<file path="src/rtl/fetch_pkg.sv">
// Shared types and constants for the fetch control slice: controller state,
// branch condition encodings and default widths.
package fetch_pkg;

  localparam int PC_W_DEF   = 8;
  localparam int CYC_W_DEF  = 32;
  localparam int LOOP_W_DEF = 8;

  typedef enum logic [1:0] {
    IDLE   = 2'd0,
    LAUNCH = 2'd1,
    RUN    = 2'd2,
    HALTED = 2'd3
  } ctrl_state_t;

  localparam logic [1:0] COND_ALWAYS = 2'b00;
  localparam logic [1:0] COND_Z      = 2'b01;
  localparam logic [1:0] COND_NZ     = 2'b10;
  localparam logic [1:0] COND_LOOP   = 2'b11;

endpackage

</file>
<file path="src/rtl/sat_counter.sv">
// Saturating up-counter with synchronous reset and clear; clear beats enable.
module sat_counter #(
  parameter int W = 32
) (
  input  logic         clk,
  input  logic         reset,
  input  logic         clr,
  input  logic         en,
  output logic [W-1:0] count
);

  logic [W-1:0] cnt_q, cnt_d;

  always_comb begin
    cnt_d = cnt_q;
    if (clr)
      cnt_d = '0;
    else if (en && (cnt_q != '1))
      cnt_d = cnt_q + W'(1);
  end

  always_ff @(posedge clk) begin
    if (reset) cnt_q <= '0;
    else       cnt_q <= cnt_d;
  end

  assign count = cnt_q;

endmodule

</file>
<file path="src/rtl/fetch_ctrl.sv">
// Launch/run/halt sequencer and branch resolver in front of the fetch unit.
// Define BRANCH_STATS_EN to add the br_count/taken_count statistics outputs.
module fetch_ctrl
  import fetch_pkg::*;
#(
  parameter int PC_W   = PC_W_DEF,
  parameter int CYC_W  = CYC_W_DEF,
  parameter int LOOP_W = LOOP_W_DEF
) (
  input  logic              clk,
  input  logic              reset,
  input  logic              go,
  input  logic [PC_W-1:0]   go_addr,
  input  logic [PC_W-1:0]   pc_i,
  input  logic              br_valid,
  input  logic [1:0]        br_cond,
  input  logic [PC_W-1:0]   br_offset,
  input  logic              alu_zero,
  input  logic              flag_we,
  input  logic              loop_ld,
  input  logic [LOOP_W-1:0] loop_val,
  input  logic              halt_instr,
  output logic              start,
  output logic [PC_W-1:0]   start_addr,
  output logic              branch,
  output logic [PC_W-1:0]   target,
  output logic              taken,
  output logic              halt,
  output logic              running,
  output logic              done,
  output logic [CYC_W-1:0]  cycle_count,
  output ctrl_state_t       state_dbg
`ifdef BRANCH_STATS_EN
  ,
  output logic [CYC_W-1:0]  br_count,
  output logic [CYC_W-1:0]  taken_count
`endif
);

  ctrl_state_t       state_q, state_d;
  logic              start_q, start_d;
  logic              halt_q, halt_d;
  logic              running_q, running_d;
  logic              done_q, done_d;
  logic              zflag_q, zflag_d;
  logic [LOOP_W-1:0] loop_q, loop_d;
  logic [PC_W-1:0]   start_addr_q, start_addr_d;

  logic go_accept;
  logic br_exec;
  logic cond_ok;

  always_comb begin
    go_accept = go && ((state_q == IDLE) || (state_q == HALTED));

    state_d = state_q;
    case (state_q)
      IDLE:    if (go_accept) state_d = LAUNCH;
      LAUNCH:  state_d = RUN;
      RUN:     if (halt_instr) state_d = HALTED;
      HALTED:  if (go_accept) state_d = LAUNCH;
      default: state_d = IDLE;
    endcase

    // Outputs are registered from the next state so they line up with it.
    start_d   = (state_d == LAUNCH);
    running_d = (state_d == RUN);
    halt_d    = (state_d == IDLE) || (state_d == HALTED);
    done_d    = (state_q == RUN) && (state_d == HALTED);

    start_addr_d = go_accept ? go_addr : start_addr_q;

    branch  = br_valid && (state_q == RUN);
    br_exec = branch && !halt_instr;

    cond_ok = 1'b0;
    case (br_cond)
      COND_ALWAYS: cond_ok = 1'b1;
      COND_Z:      cond_ok = zflag_q;
      COND_NZ:     cond_ok = !zflag_q;
      COND_LOOP:   cond_ok = (loop_q > LOOP_W'(1));
      default:     cond_ok = 1'b0;
    endcase

    taken  = br_exec && cond_ok;
    target = pc_i + br_offset;

    zflag_d = flag_we ? alu_zero : zflag_q;

    // A load overrides the decrement of a loop branch in the same cycle.
    loop_d = loop_q;
    if (loop_ld)
      loop_d = loop_val;
    else if (br_exec && (br_cond == COND_LOOP) && (loop_q != '0))
      loop_d = loop_q - LOOP_W'(1);
  end

  always_ff @(posedge clk) begin
    if (reset) begin
      state_q      <= IDLE;
      start_q      <= 1'b0;
      halt_q       <= 1'b1;
      running_q    <= 1'b0;
      done_q       <= 1'b0;
      zflag_q      <= 1'b0;
      loop_q       <= '0;
      start_addr_q <= '0;
    end else begin
      state_q      <= state_d;
      start_q      <= start_d;
      halt_q       <= halt_d;
      running_q    <= running_d;
      done_q       <= done_d;
      zflag_q      <= zflag_d;
      loop_q       <= loop_d;
      start_addr_q <= start_addr_d;
    end
  end

  sat_counter #(.W(CYC_W)) u_cycle_cnt (
    .clk   (clk),
    .reset (reset),
    .clr   (go_accept),
    .en    ((state_q == LAUNCH) || (state_q == RUN)),
    .count (cycle_count)
  );

`ifdef BRANCH_STATS_EN
  sat_counter #(.W(CYC_W)) u_br_cnt (
    .clk   (clk),
    .reset (reset),
    .clr   (go_accept),
    .en    (branch),
    .count (br_count)
  );

  sat_counter #(.W(CYC_W)) u_taken_cnt (
    .clk   (clk),
    .reset (reset),
    .clr   (go_accept),
    .en    (taken),
    .count (taken_count)
  );
`endif

  assign start      = start_q;
  assign halt       = halt_q;
  assign running    = running_q;
  assign done       = done_q;
  assign start_addr = start_addr_q;
  assign state_dbg  = state_q;

endmodule

</file>
<file path="config.mk">
export PLATFORM = sky130hd
export DESIGN_NAME = fetch_ctrl
export DESIGN_NICKNAME = d
export VERILOG_FILES = /design/src/rtl/fetch_pkg.sv /design/src/rtl/sat_counter.sv /design/src/rtl/fetch_ctrl.sv
export SDC_FILE = /design/constraint.sdc
export NUM_CORES = 1
export LEC_CHECK = 0
export ABC_AREA = 1
export ABC_CLOCK_PERIOD_IN_PS = 2050
export CORE_MARGIN = 5
export CORE_UTILIZATION = 50
export CTS_BUF_LIST = sky130_fd_sc_hd__clkbuf_4
export CTS_CLUSTER_SIZE = 20
export DETAILED_ROUTE_END_ITERATION = 8
export PLACE_DENSITY = 0.83
export SETUP_SLACK_MARGIN = 0.4
export SKIP_LAST_GASP = 1
export SYNTH_ARGS = -nofsm -noshare
export SYNTH_HDL_FRONTEND = slang
export SYNTH_HIERARCHICAL = 1
export SYNTH_SLANG_ARGS = --single-unit
</file>
<file path="constraint.sdc">
create_clock -name clk -period 2.05 [get_ports clk]
set_input_delay 0.41 -clock clk [delete_from_list [all_inputs] [get_ports clk]]
set_output_delay 0.41 -clock clk [all_outputs]
set_load 0.05 [all_outputs]
</file>
**Yosys cells after proc, flatten, opt, wreduce, memory -nomap -nowiden**

Index checks and enable logic that the tools add are counted.

- Input port bits: 42
- Word-level logic and storage cells: 49
- Register bits: 55

- Reduce and logical (&&, ||, !) cells: 20
- Muxes and demuxes: 6
- Equality and inequality tests: 10
- Add/subtract/negate cells: 3
- Order comparisons: 1

Operator list:

| cell | count |
|---|---|
| $add A32 B1 Y32 const B | 1 |
| $ne A32 B32 Y1 const B | 1 |
| $mux W8 | 2 |
| $eq A2 B2 Y1 const B | 6 |
| $add A8 B8 Y8 | 1 |
| $gt A8 B1 Y1 const B | 1 |
| $logic_and A1 B1 Y1 | 8 |
| $reduce_bool A8 Y1 | 1 |
| $sub A8 B1 Y8 const B | 1 |
| $eq A2 B1 Y1 const B | 3 |
| $logic_not A2 Y1 | 3 |
| $pmux W2 S3 | 1 |
| $mux W2 | 2 |
| $pmux W1 S4 | 1 |
| $reduce_or A2 Y1 | 2 |
| $logic_or A1 B1 Y1 | 3 |
| $logic_not A1 Y1 | 2 |
| $reduce_bool A2 Y1 | 1 |

**Depth between registers and ports, before layout**

- Depth in word-level cells: 7
- Depth in mapped cells: 11

**Modules after synthesis**

Netlist, hierarchy kept.

By module, submodules not included:

| module | cells an instance | seq. area each (um^2) | instances | area an instance (um^2) |
|---|---|---|---|---|
| sat_counter | 325 | 640.6 | 1 | 2095.8 |
| fetch_ctrl | 224 | 460.4 | 1 | 1542.7 |

**Worst setup path before layout**

OpenSTA, ideal clock, no wires.

- Kind: input to output
- Start point: input pc_i[0]
- End point: output target[6]
- Cell stages on the path: 7
- Arrival time: 1999 ps
- Slack: -359 ps
- Data required time: 1640 ps
- Path buffers: 0
- Path through: ha_1 -> inv_1 -> fa_1 -> inv_1 -> nand4_1 -> nand3_1 -> xor2_1

- Word-level cells in the longest chain between the ends: 1

Ends and longest elaborated chain:

| element | line | source |
|---|---|---|
| start, declared | fetch_ctrl.sv:14 | `input logic [PC_W-1:0] pc_i,` |
| $add A8 B8 Y8 | fetch_ctrl.sv:86 | `target = pc_i + br_offset;` |
| end, declared | fetch_ctrl.sv:26 | `output logic [PC_W-1:0] target,` |

Every way passes these cells.

**Final worst setup path**

Same ends and word-level chain as after synthesis.

==> flow_summary.json <==
{
  "outcome": "complete, but fails checks",
  "failed_checks": "negative setup slack",
  "powerDensity_mw_per_mm2": 753,
  "required_ns": 1.64,
  "antenna_left": 0,
  "synth-warning-count": 6,
  "cp.arrival_ns": 1.66,
  "place_congestion": 0.950,
  "cts_tree": "yes",
  "syn_avg_cell_area_um2": 6.63,
  "root_buffer": "clkbuf_4",
  "drtIter0Drc": 297,
  "cts_sinks": 55,
  "min_path_type": "flop to flop",
  "cts_buffers": 5,
  "r2r_setup_slack_ns": 0.39,
  "crit_fanout": 2,
  "p_seq_share_pct": 29.5,
  "synth_top_area_cell": "dfxtp_1",
  "fp.dieH_um": 95.3,
  "synth_most_common_cell": "nand2_1",
  "fp-row-count": 31,
  "fmax_mhz": 484,
  "initial_utilization_pct": 50.7,
  "overflow": 0,
  "r2r-end": "u_cycle_cnt/count[22]$_SDFFE_PP0P_",
  "pwr-share-comb_pct": 59.3,
  "synth_top_area_share_pct": 30.3,
  "ir_drop_uv": 740,
  "ioPinCount": 98,
  "p_switching_w": 0.00197,
  "antenna_found_initial": 0,
  "drive_gt1_share_pct": 41.4,
  "post_drt_wl_per_cell_um": 15.4,
  "grt_usage_pct": 25.0,
  "p_int_w": 0.00242,
  "cap_violations": 0,
  "worst_r2r_path_depth": 9,
  "ys.flop_type": "dfxtp_1",
  "swShare_pct": 44.9,
  "yosys-top-cells-area": "dfxtp_1, nand2_1, nor2_1",
  "period_needed_ns": 2.07,
  "drt_first_pass_iters": 5,
  "synth_cell_types": 38,
  "clockBufferDepth": 2,
  "setup_viol": 1,
  "antennaDiodeCount": 0,
  "vias": 4368,
  "routed_wl_um": 12200,
  "grt_pass1_vias": 3984,
  "viasPerCell": 5.50,
  "startpoint_type": "input port",
  "grt_max_degree": 28,
  "pwr-share-clk_pct": 11.2,
  "synth_area_mm2": 0.00364,
  "hold_viol_final": 0,
  "rr_startpoint": "u_cycle_cnt/count[1]$_SDFFE_PP0P_",
  "path_class": "input port to primary output",
  "synth-edff-count": 0,
  "clock_latency_ns": 0.38,
  "place.port_buffers": 97,
  "setup_ws_ns": -0.0157,
  "synth_nets": 608,
  "slew_viol_final": 0,
  "ys_seq_area_share_pct": 30.3,
  "path_clk_slew_ns": 0.14,
  "period_share_pct": 101,
  "tightest_slew_ns": 0.488,
  "worst_setup_path_end_kind": "primary output",
  "drc": 0,
  "synth-async-reset-ratio_pct": 0,
  "timing.slew.headroom_pct": 67.6,
  "synth_common_cells": "nand2_1, nor2_1, inv_1",
  "yosys_register_bits": 55,
  "final_nets": 753,
  "hpwlAfterDp_um": 8270,
  "rsz0062_at_grt": "yes",
  "core_area_mm2": 0.00718,
  "power_leakage_nw": 2.35,
  "hp-start": "u_cycle_cnt/count[3]$_SDFFE_PP0P_",
  "fin_skew_ns": 0.0319,
  "syn_inst": 549,
  "htree_levels": 2,
  "hold_path_depth": 2,
  "die_area_mm2": 0.00908,
  "whs_endpoint": "u_cycle_cnt/count[3]$_SDFFE_PP0P_",
  "area_growth_pct": 60.4,
  "whs_ns": 0.498,
  "grt_pass1_wl_um": 18200,
  "chipWidth_um": 95.3,
  "utilization_pct": 81.3
}
## area by class of cell
cell class / count / area [um2]
Inverter: 60 / 243
Clock buffer: 6 / 45.0
Timing Repair Buffer: 144 / 1450
Clock inverter: 2 / 12.5
Multi-Input combinational cell: 427 / 2790
Timing Repair inverter: 1 / 6.26
Tap cell: 99 / 124
Sequential cell: 55 / 1160
Fill cell: 458 / 1340
## power groups by stage
stage / Combinational, W / Sequential, W / Clock, W
2_1_floorplan: 0.00105 / 0.00168 / 0
3_3_place_gp: 0.00210 / 0.00131 / 0
3_5_place_dp: 0.00217 / 0.00132 / 0
4_1_cts: 0.00242 / 0.00129 / 0.000509
5_1_grt: 0.00279 / 0.00131 / 0.000548
6_report: 0.00261 / 0.00129 / 0.000493
## cell families after synthesis
| family | share of synthesized area [%] |
|---|---|
| AOI/OAI and AO/OA | 9.56 |
| xor gates and xnor gates | 2.41 |
| adders and majority gates | 6.05 |
| buffers and inverters | 8.53 |
| DFF | 30.3 |
| muxes | 0.309 |
| and+or+nand+nor | 42.9 |
## layout by cell type, fill, tap and decap left out, types with 17 or more instances in the layout
| cell type | netlist | routed |
|---|---|---|
| nand2_1 | 115 | 107 |
| nor2_1 | 110 | 100 |
| inv_1 | 57 | 42 |
| buf_4 | 0 | 40 |
| clkdlybuf4s15_2 | 0 | 36 |
| nand3_1 | 39 | 29 |
| dfxtp_2 | 0 | 29 |
| clkdlybuf4s50_1 | 0 | 27 |
| a21oi_1 | 30 | 21 |
| dfxtp_1 | 55 | 20 |
| o21ai_0 | 19 | 17 |
## worst max-delay path, cell delays in order
cell,delay (ns)
buf_6,0.08
ha_4,0.13
inv_2,0.04
fa_2,0.37
inv_2,0.08
nand4_1,0.09
nand3_2,0.14
xor2_4,0.17
buf_12,0.15
## what timing repair did
item	CTS	global route
resized for setup	209	80
gates cloned	2	3
setup buffers	13	15
endpoints found under the setup margin	78	46
pin swaps	33	46
hold buffers	0	0
## how the worst max path moves through the flow
stage / from / endpoint / cells after the start
global placement: pc_i[0] / target[6] / 9
detailed placement: pc_i[0] / target[6] / 9
finish: pc_i[0] / target[6] / 9
CTS: br_offset[0] / target[6] / 9
global route: pc_i[0] / target[6] / 9
floorplan: pc_i[0] / target[6] / 7
## per-layer routing
layer | vias to the layer above | GRT usage, % | share of wire, %
met5 | - | 0 | 0
met4 | 0 | 8.29 | 2.7
met3 | 44 | 6.08 | 9.5
met2 | 244 | 43.4 | 50
met1 | 2008 | 30.1 | 38
li1 | 2072 | - | -
## through the flow
step / TNS (ns) / total power (W) / std cells / instance area (um2) / setup slack [ns]
finish: -0.0157 / 0.00439 / 794 / 5840 / -0.0157
global placement: -2.08 / 0.00342 / 753 / 5160 / -0.427
global route: -0.195 / 0.00465 / 794 / 5840 / -0.101
CTS: -0.0236 / 0.00421 / 776 / 5510 / -0.0236
floorplan: 0 / 0.00273 / 549 / 3900 / 0.0599
detailed placement: -2.34 / 0.00349 / 753 / 5160 / -0.468
## flip-flops by register name, summed over array words and instances (netlist names)
signal and count:
running 1, zflag_q 1, start_addr 8, u_cycle_cnt/count 32
done 1, loop_q 8, halt 1, state_dbg 2
start 1
(Power assumes the default switching activity.)
